--- src/rtl/stream_fair_mux_pkg.sv ---
// Shared widths and bit-vector helpers for stream_fair_mux.
// Vectors are zero-extended to MAX_INPUTS so one helper serves every NUM_INPUTS.
package stream_fair_mux_pkg;

  localparam int MAX_INPUTS = 64;
  localparam int MAX_SELW   = 6;

  function automatic int sel_width(input int n);
    return (n > 1) ? $clog2(n) : 1;
  endfunction

  // Isolates the lowest set bit; bit 0 therefore has the highest priority.
  function automatic logic [MAX_INPUTS-1:0] lowest_set(input logic [MAX_INPUTS-1:0] v);
    return v & (~v + MAX_INPUTS'(1));
  endfunction

  function automatic logic [MAX_SELW-1:0] onehot_to_idx(input logic [MAX_INPUTS-1:0] oh);
    logic [MAX_SELW-1:0] idx;
    idx = '0;
    for (int i = 0; i < MAX_INPUTS; i++) begin
      if (oh[i]) idx = idx | MAX_SELW'(i);
    end
    return idx;
  endfunction

endpackage

--- src/rtl/stream_fair_mux_if.sv ---
// Stream bundle between N producers, the fair mux and one consumer.
// Every valid/ready pair: payload moves on a cycle where both are high; valid, once raised, holds with stable data until then.
interface stream_fair_mux_if import stream_fair_mux_pkg::*; #(
  parameter int NUM_INPUTS     = 4,
  parameter int DATAW          = 32,
  parameter int LOG_NUM_INPUTS = sel_width(NUM_INPUTS)
) ();

  logic [NUM_INPUTS-1:0]       valid_in;
  logic [NUM_INPUTS*DATAW-1:0] data_in;
  logic [NUM_INPUTS-1:0]       ready_in;
  logic                        valid_out;
  logic [DATAW-1:0]            data_out;
  logic [LOG_NUM_INPUTS-1:0]   sel_out;
  logic                        ready_out;

  modport slave (
    input  valid_in, data_in, ready_out,
    output ready_in, valid_out, data_out, sel_out
  );

  modport master (
    output valid_in, data_in, ready_out,
    input  ready_in, valid_out, data_out, sel_out
  );

endinterface

--- src/rtl/stream_skid_buf.sv ---
// Two-entry output buffer (primary + skid) used by stream_fair_mux when STREAM_FAIR_MUX_OUT_BUF_EN is defined.
// o_ready depends only on the skid register, so upstream never sees i_ready combinationally.
module stream_skid_buf #(
  parameter int W = 34
) (
  input  logic         clk,
  input  logic         reset,
  input  logic         i_valid,
  input  logic [W-1:0] i_data,
  output logic         o_ready,
  output logic         o_valid,
  output logic [W-1:0] o_data,
  input  logic         i_ready
);

  logic         r_p_valid;
  logic [W-1:0] r_p_data;
  logic         r_s_valid;
  logic [W-1:0] r_s_data;
  logic         w_push;
  logic         w_pop;

  assign o_ready = !r_s_valid;
  assign o_valid = r_p_valid;
  assign o_data  = r_p_data;
  assign w_push  = i_valid && o_ready;
  assign w_pop   = r_p_valid && i_ready;

  always_ff @(posedge clk) begin
    if (reset) begin
      r_p_valid <= 1'b0;
      r_p_data  <= '0;
      r_s_valid <= 1'b0;
      r_s_data  <= '0;
    end else if (!r_p_valid || w_pop) begin
      // Skid is only ever occupied behind a full primary, so it refills first.
      if (r_s_valid) begin
        r_p_valid <= 1'b1;
        r_p_data  <= r_s_data;
        r_s_valid <= 1'b0;
      end else begin
        r_p_valid <= w_push;
        if (w_push) r_p_data <= i_data;
      end
    end else if (w_push) begin
      r_s_valid <= 1'b1;
      r_s_data  <= i_data;
    end
  end

endmodule

--- src/rtl/stream_fair_mux.sv ---
// Round-fair N:1 valid/ready stream mux with grant locking under back-pressure.
// Define STREAM_FAIR_MUX_OUT_BUF_EN to register the output through a 2-entry skid buffer.
module stream_fair_mux import stream_fair_mux_pkg::*; #(
  parameter int NUM_INPUTS     = 4,
  parameter int DATAW          = 32,
  parameter int LOG_NUM_INPUTS = sel_width(NUM_INPUTS)
) (
  input  logic             clk,
  input  logic             reset,
  stream_fair_mux_if.slave bus
);

  logic                      w_stage_rdy;
  logic                      w_valid;
  logic [DATAW-1:0]          w_data;
  logic [LOG_NUM_INPUTS-1:0] w_sel;
  logic [NUM_INPUTS-1:0]     w_ready_in;

  assign bus.ready_in = w_ready_in;

  if (NUM_INPUTS == 1) begin : g_single
    assign w_valid    = bus.valid_in[0];
    assign w_data     = bus.data_in[DATAW-1:0];
    assign w_sel      = '0;
    assign w_ready_in = w_stage_rdy;
  end else begin : g_multi
    logic [NUM_INPUTS-1:0]     r_round_mask;
    logic                      r_use_round;
    logic                      r_lock_valid;
    logic [LOG_NUM_INPUTS-1:0] r_lock_idx;
    logic [NUM_INPUTS-1:0]     w_masked;
    logic [NUM_INPUTS-1:0]     w_eligible;
    logic [NUM_INPUTS-1:0]     w_low_oh;
    logic [LOG_NUM_INPUTS-1:0] w_grant_idx;
    logic [NUM_INPUTS-1:0]     w_grant_oh;
    logic                      w_any;
    logic                      w_take;

    always_comb begin
      w_masked    = r_round_mask & bus.valid_in;
      // An empty masked set means the round is finished (or withdrawn): restart it.
      w_eligible  = (r_use_round && (|w_masked)) ? w_masked : bus.valid_in;
      w_low_oh    = NUM_INPUTS'(lowest_set(MAX_INPUTS'(w_eligible)));
      w_grant_idx = r_lock_valid ? r_lock_idx
                                 : LOG_NUM_INPUTS'(onehot_to_idx(MAX_INPUTS'(w_low_oh)));
      w_grant_oh  = NUM_INPUTS'(1) << w_grant_idx;
      w_any       = |w_eligible;
      w_ready_in  = (w_any && w_stage_rdy) ? w_grant_oh : '0;
      w_take      = |(bus.valid_in & w_ready_in);
      w_valid     = w_any;
      w_sel       = w_grant_idx;
      w_data      = bus.data_in[int'(w_grant_idx)*DATAW +: DATAW];
    end

    always_ff @(posedge clk) begin
      if (reset) begin
        r_round_mask <= '0;
        r_use_round  <= 1'b0;
        r_lock_valid <= 1'b0;
        r_lock_idx   <= '0;
      end else if (w_take) begin
        r_round_mask <= w_eligible & ~w_grant_oh;
        r_use_round  <= |(w_eligible & ~w_grant_oh);
        r_lock_valid <= 1'b0;
      end else if (w_any && !w_stage_rdy) begin
        // Freeze the presented grant so a late lower-index requester cannot steal it.
        r_lock_valid <= 1'b1;
        r_lock_idx   <= w_grant_idx;
      end
    end
  end

`ifdef STREAM_FAIR_MUX_OUT_BUF_EN
  logic                            w_fire;
  logic [DATAW+LOG_NUM_INPUTS-1:0] w_buf_out;

  assign w_fire = |(bus.valid_in & w_ready_in);
  assign {bus.sel_out, bus.data_out} = w_buf_out;

  stream_skid_buf #(.W(DATAW+LOG_NUM_INPUTS)) u_skid_buf (
    .clk     (clk),
    .reset   (reset),
    .i_valid (w_fire),
    .i_data  ({w_sel, w_data}),
    .o_ready (w_stage_rdy),
    .o_valid (bus.valid_out),
    .o_data  (w_buf_out),
    .i_ready (bus.ready_out)
  );
`else
  assign w_stage_rdy   = bus.ready_out;
  assign bus.valid_out = w_valid;
  assign bus.data_out  = w_data;
  assign bus.sel_out   = w_sel;
`endif

endmodule

--- src/flat_wrapper.sv ---
// flat-port wrapper written by rule: the top's interface ports become plain ports
module stream_fair_mux_flat import stream_fair_mux_pkg::*;
#(
  parameter int NUM_INPUTS     = 4,
  parameter int DATAW          = 32,
  parameter int LOG_NUM_INPUTS = sel_width(NUM_INPUTS)
)
  (clk, reset, bus_valid_in, bus_data_in, bus_ready_out, bus_ready_in, bus_valid_out, bus_data_out, bus_sel_out);
  stream_fair_mux_if #(.NUM_INPUTS(NUM_INPUTS), .DATAW(DATAW), .LOG_NUM_INPUTS(LOG_NUM_INPUTS)) bus_i ();
  input  logic clk;
  input  logic reset;
  input wire logic [$bits(bus_i.valid_in)-1:0] bus_valid_in;
  input wire logic [$bits(bus_i.data_in)-1:0] bus_data_in;
  input wire logic [$bits(bus_i.ready_out)-1:0] bus_ready_out;
  output wire logic [$bits(bus_i.ready_in)-1:0] bus_ready_in;
  output wire logic [$bits(bus_i.valid_out)-1:0] bus_valid_out;
  output wire logic [$bits(bus_i.data_out)-1:0] bus_data_out;
  output wire logic [$bits(bus_i.sel_out)-1:0] bus_sel_out;
  assign bus_i.valid_in = bus_valid_in;
  assign bus_i.data_in = bus_data_in;
  assign bus_i.ready_out = bus_ready_out;
  assign bus_ready_in = bus_i.ready_in;
  assign bus_valid_out = bus_i.valid_out;
  assign bus_data_out = bus_i.data_out;
  assign bus_sel_out = bus_i.sel_out;
  stream_fair_mux #(.NUM_INPUTS(NUM_INPUTS), .DATAW(DATAW), .LOG_NUM_INPUTS(LOG_NUM_INPUTS)) u_core (.clk(clk), .reset(reset), .bus(bus_i));
endmodule
--- config.mk ---
export PLATFORM = sky130hd
export DESIGN_NAME = stream_fair_mux_flat
export DESIGN_NICKNAME = d
export VERILOG_FILES = /design/src/rtl/stream_fair_mux_pkg.sv /design/src/rtl/stream_fair_mux_if.sv /design/src/rtl/stream_skid_buf.sv /design/src/rtl/stream_fair_mux.sv /design/src/flat_wrapper.sv
export SDC_FILE = /design/constraint.sdc
export NUM_CORES = 1
export LEC_CHECK = 0
export ABC_AREA = 0
export BUFFER_PORTS_ARGS = -buffer_cell sky130_fd_sc_hd__buf_2
export CORE_ASPECT_RATIO = 1.2
export CORE_UTILIZATION = 33
export CTS_CLUSTER_SIZE = 20
export DETAILED_ROUTE_END_ITERATION = 8
export PLACE_DENSITY = 0.9
export SLEW_MARGIN = 20
export SYNTH_ARGS = -nofsm -noshare
export SYNTH_HDL_FRONTEND = slang
export SYNTH_HIERARCHICAL = 1
export SYNTH_SLANG_ARGS = --single-unit
--- constraint.sdc ---
create_clock -name clk -period 2.4 [get_ports clk]
set_input_delay 0.12 -clock clk [delete_from_list [all_inputs] [get_ports clk]]
set_output_delay 0.12 -clock clk [all_outputs]
set_load 0.01 [all_outputs]
==> impl_metrics.tcl <==
set metrics [dict create \
    status "complete, but fails checks" \
    violations "negative setup slack" \
    clkTransAtPathRegs_ns 0.04 \
    slowest_delay_ns 0.48 \
    slew_headroom 0.5886 \
    power_mw 1.244 \
    drv_slew 0 \
    vias 2983 \
    cpMaxStageDelayCell "a222oi_1" \
    cp_cell_sequence "a222oi_1 > o21ai_2 > a41oi_4 > buf_12 > inv_8 > clkbuf_16 > nand2_1 > and3_1 > a31oi_1 > buf_2" \
    busiest_layer "met2" \
    cts_buffers 3 \
    rsz0062_at_grt "true" \
    cts_tree "yes" \
    overflow 0 \
    dieArea_sq_um 5347 \
    p_leak_nw 1.744 \
    synthCells 305 \
    finalCriticalPeriod_ns 2.547 \
    drt-total-wl_um 7998 \
    initial_core_util 0.3403 \
    ys_ff_latch 8 \
    die_y_um 79.91 \
    arrival_ns 2.43 \
    synth_flop_cell "dfxtp_1" \
    track_usage 0.2656 \
    drc 0 \
    finClkSkew_ns 0.005067 \
    path_max_fanout 10 \
    worst_pin_slew_ns 0.6015 \
    syn_nets 440 \
    required_ns 2.28 \
    synthToLayoutAreaGrowth_pct 87.56 \
    final_core_util 0.6383 \
    place.gp.congestion 0.8945 \
    h-tree-depth 1 \
    met2_usage 0.4525 \
    synthTopCellsByCount "nand2_1 (131), a31oi_1 (33), and3_1 (32), clkbuf_1 (18), nor2_1 (12)" \
    p_per_area_nw_per_um2 397.3 \
    grt_antenna_before_repair 0 \
    clk_path_buf_depth 2 \
    dp_hpwl_um 5395 \
    avgSynthCellArea_sq_um 5.472 \
    max_freq_mhz 392.6 \
    die_width_um 66.92 \
    wl_per_cell_um 14.38 \
    grt_pass1_wl_um 11140 \
    cts-root-buf "clkbuf_8" \
    routed_via_density 5.365 \
    synth_top_area_frac 0.2946 \
    core-area_sq_um 4905 \
    drt-initial-drc-count 250 \
    nets 633 \
    fin_area_sq_um 3131 \
    cp-end-kind "output port" \
    grt_use_met1 0.3469 \
    antenna_cells 0 \
    dp.cells 536 \
    floorplan.rows 28 \
    grt.met3_usage 0.01714 \
    post-place-ws_ns -0.1024 \
    path_buf_inv 4 \
    hold_viol 0 \
    numPortBuffers 173 \
    crit_path_start "u_core/g_multi.r_round_mask[3]$_SDFFE_PP0P_" \
    ir_worst_vdd_mv 0.2039 \
    r2r-start "u_core/g_multi.r_round_mask[3]$_SDFFE_PP0P_" \
    grt_max_degree 27 \
    clk_latency_ns 0.23 \
    critPathLaunchType "flop" \
    synth_area_sq_um 1669 \
    dpl-instance-area_sq_um 2709 \
    synth-async-reset-ratio 0 \
    synth-edff-count 0 \
    synth-seq-area-share 0.09595 \
    drive_above_1_share 0.4738 \
    cts.sinks 8 \
    synth_warnings 6 \
    path_delay_family "compound AO/OA/AOI/OAI gates" \
    yosysTopAreaCell "nand2_1" \
    setup_ws_ns -0.1468 \
    postRouteAntennaNets 0 \
    grt_pass1_vias 2451 \
    fin_crit_sh 1.061 \
    hold_path.class "in2reg" \
    firstDrtPassIters 5 \
    crit_type "reg2out" \
    synth_most_common_cell "nand2_1" \
    setup_violations 38 \
    synth_cell_types 43 \
    final_cells 556 \
    drv_cap 0 \
    yosys-top-cells-area "nand2_1 (29%), a31oi_1 (12%), and3_1 (12%), dfxtp_1 (9.6%), clkbuf_1 (4.0%)" \
    pin_count 174 \
    hold_start "reset" \
    hold_buffers 0 \
]
-- state kept, by name (all words and copies together) (netlist names) --
| signal | count |
|---|---|
| u_core/g_multi.r_round_mask | 4 |
| u_core/g_multi.r_lock_idx | 2 |
| u_core/g_multi.r_lock_valid | 1 |
| u_core/g_multi.r_use_round | 1 |
-- metal layers --
layer  wire length (um)  part of all wire  vias to the layer above
met5                  0                 0                        -
met4                202             0.025                        0
met3                606             0.076                       23
met2               3934              0.49                      187
met1               3254              0.41                     1321
li1                   -                 -                     1452
-- cell type report --
cell class / instances / area, sq um
flip-flops and latches: 8 / 165.2
clock buffers: 3 / 41.29
inverters: 7 / 33.78
repair buffers: 214 / 1385
well taps: 60 / 75.07
multi-input cells: 264 / 1430
fillers: 406 / 1774
-- cells in the final DEF, fill, tap and decap left out, drive strengths merged, types with 2 or more instances in the layout --
master | netlist | routed
a2111oi | 2 | 2
a211oi | 5 | 5
a21oi | 5 | 5
a222oi | 2 | 2
a31oi | 33 | 33
and2 | 3 | 3
and3 | 33 | 33
buf | 8 | 211
clkbuf | 18 | 5
dfxtp | 8 | 8
inv | 7 | 7
mux2i | 5 | 5
nand2 | 131 | 131
nand2b | 4 | 4
nor2 | 12 | 12
o21a | 4 | 4
o21ai | 7 | 7
-- power breakdown --
part	leakage, nW	switching, mW	internal (mW)	total (mW)
sequential	0.0668	0.0128	0.145	0.157
clock	0.0216	0.0501	0.108	0.158
combinational	1.66	0.463	0.465	0.928
total	1.74	0.526	0.718	1.24
-- kinds of logic (layout without fill, tap and decap cells) --
kind of cell           count (synthesis)  in the layout  synth area share
and+or+nand+nor                      188            188            0.4940
AOI/OAI and AO/OA                     71             71            0.3014
DFF                                    8              8           0.09595
muxes                                  5              5           0.02999
buffers and inverters                 33            224           0.07871
-- final timing paths --
| check | to | slack [ns] | cells after the start |
|---|---|---|---|
| setup / recovery | bus_data_out[25] | -0.15 | 10 |
| hold / removal | u_core/g_multi.r_round_mask[3]$_SDFFE_PP0P_ | 0.16 | 2 |
| setup reg to reg | u_core/g_multi.r_use_round$_SDFFE_PP0P_ | -0.13 | 9 |
| hold reg to reg | u_core/g_multi.r_lock_idx[1]$_SDFFE_PP0P_ | 0.52 | 2 |
-- per-stage QoR --
step	hold WS (ns)	TNS [ns]
6_report	0.1578	-3.482
5_1_grt	0.1892	-6.561
4_1_cts	0.1692	-0.6053
3_5_place_dp	0.4011	-0.1474
3_3_place_gp	0.4028	-0.01468
2_1_floorplan	0.3487	0
-- repair_timing --
action / in CTS / in global routing
gates cloned: 4 / 2
setup endpoints to repair: 34 / 41
pin swaps: 10 / 5
resized for setup: 25 / 7
buffers inserted: 10 / 1
Power figures use the tool's default switching activity.
